--- src/rtl/lcd_pkg.sv ---
// Shared definitions for the HD44780-style LCD write controller: FSM states,
// command FIFO geometry, panel init sequence and status word layout.
package lcd_pkg;

    typedef enum logic [2:0] {
        PWRUP,
        INIT,
        IDLE,
        SETUP,
        PULSE,
        EXEC
    } state_t;

    typedef struct packed {
        logic       rs;
        logic [7:0] data;
    } cmd_t;

    localparam int FIFO_DEPTH = 4;
    localparam int FIFO_W     = $bits(cmd_t);
    localparam int FIFO_CNT_W = $clog2(FIFO_DEPTH + 1);

    // Function set 8-bit/2-line, display on, clear, entry mode increment.
    localparam int INIT_LEN   = 4;
    localparam int INIT_SEL_W = $clog2(INIT_LEN);
    localparam int INIT_IDX_W = $clog2(INIT_LEN + 1);
    localparam logic [INIT_LEN-1:0][7:0] INIT_SEQ = {8'h06, 8'h01, 8'h0C, 8'h38};

    localparam int ST_BUSY    = 0;
    localparam int ST_FULL    = 1;
    localparam int ST_CNT_LSB = 2;
    localparam int ST_OVF     = 5;

    // Clear and home are the only instructions that need the long execution wait.
    function automatic logic is_slow_cmd(cmd_t c);
        return !c.rs && (c.data == 8'h01 || c.data == 8'h02);
    endfunction

endpackage

--- src/rtl/lcd_fifo.sv ---
// Small command FIFO; a pop in the same cycle frees the slot for a push to a full
// FIFO, and a refused push sets a sticky overflow flag.
module lcd_fifo
    import lcd_pkg::*;
(
    input  logic                  clk,
    input  logic                  rst_n,
    input  logic                  push,
    input  logic [FIFO_W-1:0]     push_data,
    input  logic                  pop,
    output logic [FIFO_W-1:0]     head,
    output logic [FIFO_CNT_W-1:0] count,
    output logic                  full,
    output logic                  empty,
    output logic                  overflow
);

    localparam int PTR_W = $clog2(FIFO_DEPTH);

    logic [FIFO_W-1:0] mem [FIFO_DEPTH];
    logic [PTR_W-1:0]  wr_ptr;
    logic [PTR_W-1:0]  rd_ptr;
    logic              do_push;
    logic              do_pop;

    assign full    = (count == FIFO_CNT_W'(FIFO_DEPTH));
    assign empty   = (count == '0);
    assign do_pop  = pop && !empty;
    assign do_push = push && (!full || do_pop);
    assign head    = mem[rd_ptr];

    // NOTE: sequential state uses non-blocking assignments so every register
    // samples the pre-edge values, independent of statement order.
    always_ff @(posedge clk) begin
        if (!rst_n) begin
            wr_ptr   <= '0;
            rd_ptr   <= '0;
            count    <= '0;
            overflow <= 1'b0;
        end else begin
            if (do_push) wr_ptr <= wr_ptr + 1'b1;
            if (do_pop)  rd_ptr <= rd_ptr + 1'b1;
            if (do_push && !do_pop)      count <= count + 1'b1;
            else if (!do_push && do_pop) count <= count - 1'b1;
            if (push && !do_push) overflow <= 1'b1;
        end
    end

    // NOTE: storage has no reset; count/pointers guarantee stale entries are never read.
    always_ff @(posedge clk) begin
        if (do_push) mem[wr_ptr] <= push_data;
    end

endmodule

--- src/rtl/lcd_ctrl.sv ---
// LCD write controller: power-up delay, fixed init sequence, then replays queued
// {rs, byte} stores as SETUP / EN PULSE / EXEC wait cycles on the panel bus.
module lcd_ctrl
    import lcd_pkg::*;
#(
    parameter int POWERUP_CYC = 750000,
    parameter int SETUP_CYC   = 3,
    parameter int PULSE_CYC   = 12,
    parameter int EXEC_CYC    = 2500,
    parameter int CLR_CYC     = 82000
) (
    input  logic        clk_i,
    input  logic        rst_ni,
    input  logic        wr_i,
    input  logic [31:0] wdata_i,
    output logic        lcd_on_o,
    output logic        lcd_en_o,
    output logic        lcd_rs_o,
    output logic        lcd_rw_o,
    output logic [7:0]  lcd_data_o,
    output logic [31:0] status_o
);

    localparam int MAX_CYC = (POWERUP_CYC > CLR_CYC) ? POWERUP_CYC : CLR_CYC;
    localparam int CNT_W   = $clog2(MAX_CYC + 1);

    state_t                  state_q, state_d;
    logic [CNT_W-1:0]        cnt_q;
    logic                    cnt_zero;
    cmd_t                    hold_q, hold_d, fifo_head, init_cmd;
    logic                    hold_load;
    logic [INIT_IDX_W-1:0]   init_idx_q, init_idx_d;
    logic                    fifo_pop, fifo_full, fifo_empty, fifo_ovf;
    logic [FIFO_CNT_W-1:0]   fifo_count;
    logic                    lcd_on_q;
    logic                    busy;
    logic                    unused_wdata;

    assign unused_wdata = ^wdata_i[30:9];

    lcd_fifo u_fifo (
        .clk       (clk_i),
        .rst_n     (rst_ni),
        .push      (wr_i),
        .push_data (wdata_i[8:0]),
        .pop       (fifo_pop),
        .head      (fifo_head),
        .count     (fifo_count),
        .full      (fifo_full),
        .empty     (fifo_empty),
        .overflow  (fifo_ovf)
    );

    // Dwell length minus one for the state being entered; EXEC depends on the held command.
    function automatic logic [CNT_W-1:0] reload(state_t s, cmd_t c);
        case (s)
            PWRUP:   return CNT_W'(POWERUP_CYC - 1);
            SETUP:   return CNT_W'(SETUP_CYC - 1);
            PULSE:   return CNT_W'(PULSE_CYC - 1);
            EXEC:    return is_slow_cmd(c) ? CNT_W'(CLR_CYC - 1) : CNT_W'(EXEC_CYC - 1);
            default: return '0;
        endcase
    endfunction

    assign cnt_zero = (cnt_q == '0);
    assign init_cmd = cmd_t'{rs: 1'b0, data: INIT_SEQ[init_idx_q[INIT_SEL_W-1:0]]};

    always_ff @(posedge clk_i) begin
        if (!rst_ni) begin
            state_q <= PWRUP;
            cnt_q   <= CNT_W'(POWERUP_CYC - 1);
        end else begin
            state_q <= state_d;
            if (state_d != state_q) cnt_q <= reload(state_d, hold_q);
            else if (!cnt_zero)     cnt_q <= cnt_q - 1'b1;
        end
    end

    always_ff @(posedge clk_i) begin
        if (!rst_ni) begin
            hold_q     <= '0;
            init_idx_q <= '0;
            lcd_on_q   <= 1'b0;
        end else begin
            if (hold_load) hold_q <= hold_d;
            init_idx_q <= init_idx_d;
            if (wr_i) lcd_on_q <= wdata_i[31];
        end
    end

    // NOTE: every combinational output gets a default first, so no path can infer a latch.
    always_comb begin
        state_d    = state_q;
        hold_load  = 1'b0;
        hold_d     = fifo_head;
        fifo_pop   = 1'b0;
        init_idx_d = init_idx_q;
        case (state_q)
            PWRUP: if (cnt_zero) state_d = INIT;
            INIT: begin
                hold_load  = 1'b1;
                hold_d     = init_cmd;
                init_idx_d = init_idx_q + 1'b1;
                state_d    = SETUP;
            end
            IDLE: begin
                if (!fifo_empty) begin
                    fifo_pop  = 1'b1;
                    hold_load = 1'b1;
                    state_d   = SETUP;
                end
            end
            SETUP: if (cnt_zero) state_d = PULSE;
            PULSE: if (cnt_zero) state_d = EXEC;
            EXEC: begin
                if (cnt_zero) begin
                    // Init bytes take priority; queued stores wait until the sequence is done.
                    if (init_idx_q != INIT_IDX_W'(INIT_LEN)) begin
                        hold_load  = 1'b1;
                        hold_d     = init_cmd;
                        init_idx_d = init_idx_q + 1'b1;
                        state_d    = SETUP;
                    end else if (!fifo_empty) begin
                        fifo_pop  = 1'b1;
                        hold_load = 1'b1;
                        state_d   = SETUP;
                    end else begin
                        state_d = IDLE;
                    end
                end
            end
            default: state_d = PWRUP;
        endcase
    end

    assign busy       = !(state_q == IDLE && fifo_empty);
    assign lcd_on_o   = lcd_on_q;
    assign lcd_en_o   = (state_q == PULSE);
    assign lcd_rs_o   = hold_q.rs;
    assign lcd_rw_o   = 1'b0;
    assign lcd_data_o = hold_q.data;

    always_comb begin
        status_o                                = '0;
        status_o[ST_BUSY]                       = busy;
        status_o[ST_FULL]                       = fifo_full;
        status_o[ST_CNT_LSB +: FIFO_CNT_W]      = fifo_count;
        status_o[ST_OVF]                        = fifo_ovf;
    end

endmodule
--- config.mk ---
export PLATFORM = sky130hd
export DESIGN_NAME = lcd_ctrl
export DESIGN_NICKNAME = d
export VERILOG_FILES = /design/src/rtl/lcd_pkg.sv /design/src/rtl/lcd_fifo.sv /design/src/rtl/lcd_ctrl.sv
export SDC_FILE = /design/constraint.sdc
export NUM_CORES = 1
export LEC_CHECK = 0
export ABC_AREA = 1
export CAP_MARGIN = 20
export CORE_MARGIN = 8
export CORE_UTILIZATION = 25
export CTS_BUF_LIST = sky130_fd_sc_hd__clkbuf_4
export DETAILED_ROUTE_END_ITERATION = 6
export GPL_TIMING_DRIVEN = 1
export PLACE_DENSITY = 0.47
export RECOVER_POWER = 100
export SYNTH_ARGS = -nofsm -noshare
export SYNTH_HDL_FRONTEND = slang
export SYNTH_SLANG_ARGS = --single-unit
--- constraint.sdc ---
create_clock -name clk_i -period 2.8 [get_ports clk_i]
set_input_delay 0.56 -clock clk_i [delete_from_list [all_inputs] [get_ports clk_i]]
set_output_delay 0.56 -clock clk_i [all_outputs]
set_load 0.05 [all_outputs]
# Word level (Yosys, flattened, before mapping)
# Memories as Yosys holds them, arrays and structs flattened. A register that Yosys moved wholly into a read port is not among the register bits.
# Cells that the tools add are included.
[op_classes]
n_addsub = 6
magnitude_cmp = 1
eq_ne = 16
mux = 33
n_reduce_logical = 22
[op_table]
columns = ["op", "count"]
rows = [
  ["$pmux 20 s4", 1],
  ["$mux 20", 2],
  ["$mux 3", 9],
  ["$logic_not 20->1", 1],
  ["$sub 20x1->20 const B", 1],
  ["$mux 9", 2],
  ["$pmux 3 s6", 1],
  ["$pmux 9 s2", 1],
  ["$mux 17", 1],
  ["$bmux 8 s2", 1],
  ["$eq 3x3->1 const B", 5],
  ["$eq 3x2->1 const B", 3],
  ["$logic_not 3->1", 3],
  ["$mux 1", 9],
  ["$eq 8x1->1 const B", 1],
  ["$eq 8x2->1 const B", 1],
  ["$mux 8", 1],
  ["$logic_and 1x1->1", 7],
  ["$add 3x1->3 const B", 2],
  ["$logic_not 1->1", 6],
  ["$pmux 3 s2", 1],
  ["$add 2x1->2 const B", 2],
  ["$mux 2", 2],
  ["$ne 2x2->1 const B", 2],
  ["11 further kinds", 13],
]
[word_totals]
ff_bits = 44
ramBits = 36
input_bits = 35
out_inout_bits = 44
word_cells = 89
mem_count = 1
[memory_table]
columns = ["memory", "depth", "word_bits", "rd", "rd_clocked_by_memory_dff", "wr", "line", "rtl"]
rows = [
  ["u_fifo.mem", 4, 9, 1, 1, 1, "lcd_fifo.sv:20", "logic [FIFO_W-1:0] mem [FIFO_DEPTH];"],
]

# Longest topological paths before layout
[depth]
word_depth = 12
depth_mapped = 19

# Cells and area by module
# From an unflattened synthesis, not the netlist that was laid out.
[unflattened]
cells_unflattened = 507
hier_area_um2 = 4216.5
[by_module_without_submodules]
columns = ["mod", "instances", "cells_per_inst", "area_each_um2", "seq_area_each_um2"]
rows = [
  ["lcd_ctrl", 1, 345, 2318.5, 720.7],
  ["lcd_fifo", 1, 162, 1898.1, 1281.2],
]

# Worst setup path before layout
# No wires, ideal clock.
[synth_timing]
kind = "reg-to-reg"
startpoint = "register u_fifo.count[0]"
endpoint = "register u_fifo.count[2]"
arrival_ns = 2.530
required_time_ns = 2.678
path_slack_ns = 0.148
path_stages_with_launch = 16
synth_period_minus_slack_ns = 2.652
path_cell_list = "dfxtp_1 nor3_1 nor2_1 o21ai_2 nand2_1 nand2_1 nand2_1 nand2_2 inv_1 ha_1 inv_1 fa_1 a21oi_1 o21ai_0 o21ai_0 a21oi_1"
[synth_between]
elab_chain_len = 11
[synth_lines]
columns = ["item", "line", "rtl"]
rows = [
  ["start: declaration", "lcd_fifo.sv:12", "output logic [FIFO_CNT_W-1:0] count,"],
  ["start signal: assignment", "lcd_fifo.sv:43", "if (do_push && !do_pop) count <= count + 1'b1;"],
  ["start signal: assignment", "lcd_fifo.sv:44", "else if (!do_push && do_pop) count <= count - 1'b1;"],
  ["$logic_not 3->1", "lcd_fifo.sv:27", "assign empty = (count == '0);"],
  ["$mux 1", "lcd_ctrl.sv:107, lcd_ctrl.sv:123", ""],
  ["$mux 1", "lcd_ctrl.sv:118", "if (init_idx_q != INIT_IDX_W'(INIT_LEN)) begin"],
  ["$mux 1", "lcd_ctrl.sv:116", "if (cnt_zero) begin"],
  ["$pmux 1 s2", "lcd_ctrl.sv:98", "case (state_q)"],
  ["$logic_and 1x1->1", "lcd_fifo.sv:28", "assign do_pop = pop && !empty;"],
  ["$logic_or 1x1->1 *", "lcd_fifo.sv:29", "assign do_push = push && (!full || do_pop);"],
  ["$logic_and 1x1->1 *", "lcd_fifo.sv:29", ""],
  ["named net u_fifo.do_push", "lcd_fifo.sv:23", "logic do_push;"],
  ["$logic_not 1->1", "lcd_fifo.sv:44", ""],
  ["$logic_and 1x1->1", "lcd_fifo.sv:44", ""],
  ["$reduce_bool 2->1 (no line)", "-", ""],
]
# The timed path passes the listed nets; every way through them passes the cells marked *. The select of a mux whose other input is x is not followed.
# A chain may end at the register's enable or synchronous reset.

# Final worst setup path
[layout_timing]
startpoint = "register u_fifo.count[0]"
endpoint = "output port status_o[1]"
[layout_between]
elab_chain_len = 1
[layout_lines]
columns = ["item", "line", "rtl"]
rows = [
  ["$eq 3x3->1", "lcd_fifo.sv:26", "assign full = (count == FIFO_CNT_W'(FIFO_DEPTH));"],
  ["end: declaration", "lcd_ctrl.sv:21", "output logic [31:0] status_o"],
]
# No other way between the ends.

==> results.md <==
- The sink of the worst hold path is init_idx_q[2].
- The required time reported for the critical path endpoint is 2.24 ns.
- The number of failing hold endpoints at the final stage came to 0.
- The clock reaches the later pin of the worst-skew pair after 0.45 ns.
- The number of antenna cells inserted is 0.
- In this run the count of I/O pins placed on the die edge is 79.
- The total leakage power is 0.00213 uW.
- The maximum clock skew at final layout is 0.0149 ns.
- The type of the worst min-delay path is reg2reg.
- Counting cells, the worst reg-to-reg path comes to 17.
- The largest net degree at the start of global routing is 35.
- In this run the number of H-tree levels came out at 3.
- The critical path is of the reg2out type.
- The initial antenna violation count came to 0.
- The power density normalized to cell area is 989 nW/um2.
- The HPWL after detailed placement is 7.24 mm.
- The CTS tree is done.
- The total routing resource utilization after global routing is 9.47%.
- The synthesized design contains 36 enable-type register cells.
- Summed over all layers, the global routing overflow is 0.
- The floorplan die height is 146 um.
- The routed wire length is 9.81 mm.
- The CTS buffer count is 9.
- The transition at the pin with the smallest max-transition slack is 0.541 ns.
- In the final design database the tool counted 608 nets.
- Clock-pin slew was measured on the worst setup and hold paths at 0.13 ns.
- The floorplan step defined a die boundary enclosing 21400 um2.
- The reg-to-reg critical path endpoint is u_fifo.count[2].
- The detailed-route DRC error count is 0.
- The count of cell types in the netlist is 43.
- The horizontal die dimension is 146 um.
- The origin of the worst min-delay path is init_idx_q[2].
- Measured against its own limit, the worst slew margin works out to 63.9%.
- Counting flops with an async set or reset pin after synthesis yields a share of 0%.
- Synthesis produced 518 cells.
- The number of synthesis warnings is 0.
- Static timing analysis puts the maximum clock frequency at 0.378 GHz.
- The number of sinks handled by clock tree synthesis is 82.
- The flow ran to the end, and the final reports show no timing, DRC or antenna violations.
- The total of fill cells in the finished design is 1806.
- The residual antenna-violating net count after detailed routing is 0.
- The iteration-0 DRC count of the detailed router is 132.
- Averaged over all synthesized cells, the footprint is 8.19 um2.
- The weighted congestion at the end of routability-driven global placement is 0.806.
- For flop-to-flop paths, the worst setup slack is 0.18 ns.
- In the post-synthesis netlist, the biggest area contributors are sky130_fd_sc_hd__edfxtp_1, sky130_fd_sc_hd__dfxtp_1, sky130_fd_sc_hd__nand2_1.
- Summed over all instances, the cell type with the most area after synthesis is sky130_fd_sc_hd__edfxtp_1.
- The count of max-cap constraint violations is 0.
- The largest vdd supply drop is 0.370 mV.
- The first global-routing pass estimated 16.3 mm of wire.
- In the global route stage, met3 resource usage came out at 3.77%.
- Before antenna repair, the detailed router went through 4 iterations.
- The flop and latch count out of synthesis is 82.
- The number of cell rows is 47.
- Port buffering added 29 buffers.
- Detailed routing inserted a total of 3290 vias.
- The met1 track utilization from global routing is 10.1%.
- The longest clock path from root to sink contains 2 buffers.
- The most used flip-flop cell after synthesis is sky130_fd_sc_hd__dfxtp_1.
- The mean routed wirelength per cell is 12.4 um.
- The summed instance area of the synthesized netlist is 4240 um2.
- Setup repair after global routing could not meet its margin everywhere.
- The tree is rooted in a sky130_fd_sc_hd__clkbuf_4.
- Of the synthesized area, sequential elements account for 47.2%.
- The worst setup path is captured at an output port.
- The leading cell type in the layout, fill and taps excluded is sky130_fd_sc_hd__nand2_1.
- The initial core utilization is 25.6%.
- The layer with the highest usage after global routing is met2.
- Relative to the synthesized area, the layout overhead comes to 16.2%.
- In this run the biggest area consumer among cell types represents 25.5% of the synthesized area.
- In this run the critical register-to-register path is launched from cnt_q[0].
- In the final layout, the share of cells above drive strength 1 is 10.9%.
- Setup violations remaining at the end of the flow were counted as 0.
- The floorplan core area is 16600 um2.
- The worst path in the final design needs a cycle of 2.64 ns, including I/O delays and setup.
- The via density per instance is 4.18.
- At the end of the flow the core is filled with cells to 29.7%.
- In this run the worst setup path begins at u_fifo.count[0].
- The met2 usage is 17.1%.
- The critical path data arrival time is 2.08 ns.
- The number of global-route vias before repair came to 3279.
- The type of origin of the critical path is a flop.
- Across all hold checks on the routed design, the worst slack comes to 0.476 ns.
- The top cell types in the final layout, fill and taps aside, are sky130_fd_sc_hd__nand2_1, sky130_fd_sc_hd__nor2_1, sky130_fd_sc_hd__inv_1.
- The maximum fanout encountered on the critical timing path is 5.
- The count of final max-slew check failures was 0.
- The worst hold path passes through 2 cells.
- In the finished design, the share of the clock period the worst path needs comes to 94.4%.
==> worst max-delay path by stage <==
| stage | slack (ns) | cells after the start | end |
|---|---|---|---|
| after floorplan | 0.15 | 15 | u_fifo.count[2] |
| after global routing | -0.04 | 19 | u_fifo.count[2] |
| after detailed placement | 0.06 | 19 | u_fifo.count[2] |
| final | 0.16 | 3 | status_o[1] |
| after CTS | 0.03 | 5 | lcd_en_o |
| after global placement | 0.08 | 19 | u_fifo.count[2] |
==> metal layers <==
metal  up-vias  share of wire (%)
li1       1717                  -
met1      1505                 42
met2        60                 52
met3         8                4.6
met4         0                1.2
met5         -                  0
==> cell type report <==
cell class                      count  area, um2  share of cell area, %
Tap cell                          220        275                   5.59
Sequential cell                    82       2000                   40.6
Clock buffer                       11       82.6                   1.68
Timing Repair Buffer               50        447                   9.06
Clock inverter                      5       62.6                   1.27
Inverter                           59        221                   4.49
Multi-Input combinational cell    361       1840                   37.3
==> critical path, cell delays in order, from the launching register on <==
cell and delay, ns:
sky130_fd_sc_hd__dfxtp_1 0.33, sky130_fd_sc_hd__buf_4 0.15, sky130_fd_sc_hd__nor3_1 0.28, sky130_fd_sc_hd__clkdlybuf4s50_1 0.87
==> cells by family after synthesis <==
family / Yosys count / share of synthesized area [%]
adders and majority gates: 10 / 3.13
other: 1 / 0.0884
and+or+nand+nor: 222 / 23.1
DFF: 82 / 47.2
AOI/OAI and AO/OA: 90 / 11.6
buffers and inverters: 101 / 12.4
xor gates and xnor gates: 12 / 2.48
==> power by group <==
part | internal (uW) | switching [uW] | total [uW]
sequential | 1520 | 167 | 1680
combinational | 829 | 1640 | 2470
clock | 298 | 424 | 722
total | 2640 | 2230 | 4870
==> per-stage QoR <==
step | worst slack, ns | setup TNS, ns | std cells | total power (uW) | area, um2
3_5_place_dp | 0.0629 | 0 | 771 | 4190 | 4750
6_report | 0.156 | 0 | 788 | 4870 | 4930
2_1_floorplan | 0.148 | 0 | 544 | 3600 | 4340
5_1_grt | -0.0394 | -0.0415 | 788 | 5310 | 4930
4_1_cts | 0.0263 | 0 | 787 | 4940 | 4900
3_3_place_gp | 0.0752 | 0 | 771 | 4180 | 4750
==> synth_stat cells (2+ instances only) <==
cell / n
sky130_fd_sc_hd__inv_2: 2
sky130_fd_sc_hd__xor2_1: 9
sky130_fd_sc_hd__nand4_1: 5
sky130_fd_sc_hd__buf_4: 31
sky130_fd_sc_hd__o21ai_2: 3
sky130_fd_sc_hd__nand2_4: 2
sky130_fd_sc_hd__a21oi_1: 21
sky130_fd_sc_hd__dfxtp_1: 46
sky130_fd_sc_hd__o22ai_1: 7
sky130_fd_sc_hd__inv_1: 55
sky130_fd_sc_hd__nand2_1: 106
sky130_fd_sc_hd__clkinv_1: 2
sky130_fd_sc_hd__nand3_1: 15
sky130_fd_sc_hd__nor4_1: 3
sky130_fd_sc_hd__nand2_2: 4
sky130_fd_sc_hd__clkbuf_1: 6
sky130_fd_sc_hd__o21ai_1: 2
sky130_fd_sc_hd__nand3_2: 3
sky130_fd_sc_hd__o21ai_0: 49
sky130_fd_sc_hd__edfxtp_1: 36
sky130_fd_sc_hd__ha_1: 9
sky130_fd_sc_hd__nor2_2: 5
sky130_fd_sc_hd__nor2_1: 67
sky130_fd_sc_hd__xnor2_1: 3
sky130_fd_sc_hd__clkbuf_2: 2
sky130_fd_sc_hd__nor3_1: 8
==> repair_timing <==
item / CTS / global route
gates resized for setup: 0 / 8
hold buffers: 0 / 0
buffers inserted: 0 / 1
setup endpoints to repair: 0 / 3
==> sequential cells by signal, summed over array words and instances, names as in the netlist, named ones only <==
register / count
u_fifo.mem: 36
cnt_q: 20
lcd_data_o: 8
init_idx_q: 3
state_q: 3
u_fifo.count: 3
u_fifo.rd_ptr: 2
u_fifo.wr_ptr: 2
lcd_on_o: 1
lcd_rs_o: 1
u_fifo.overflow: 1
Power figures use the tool's default switching activity.
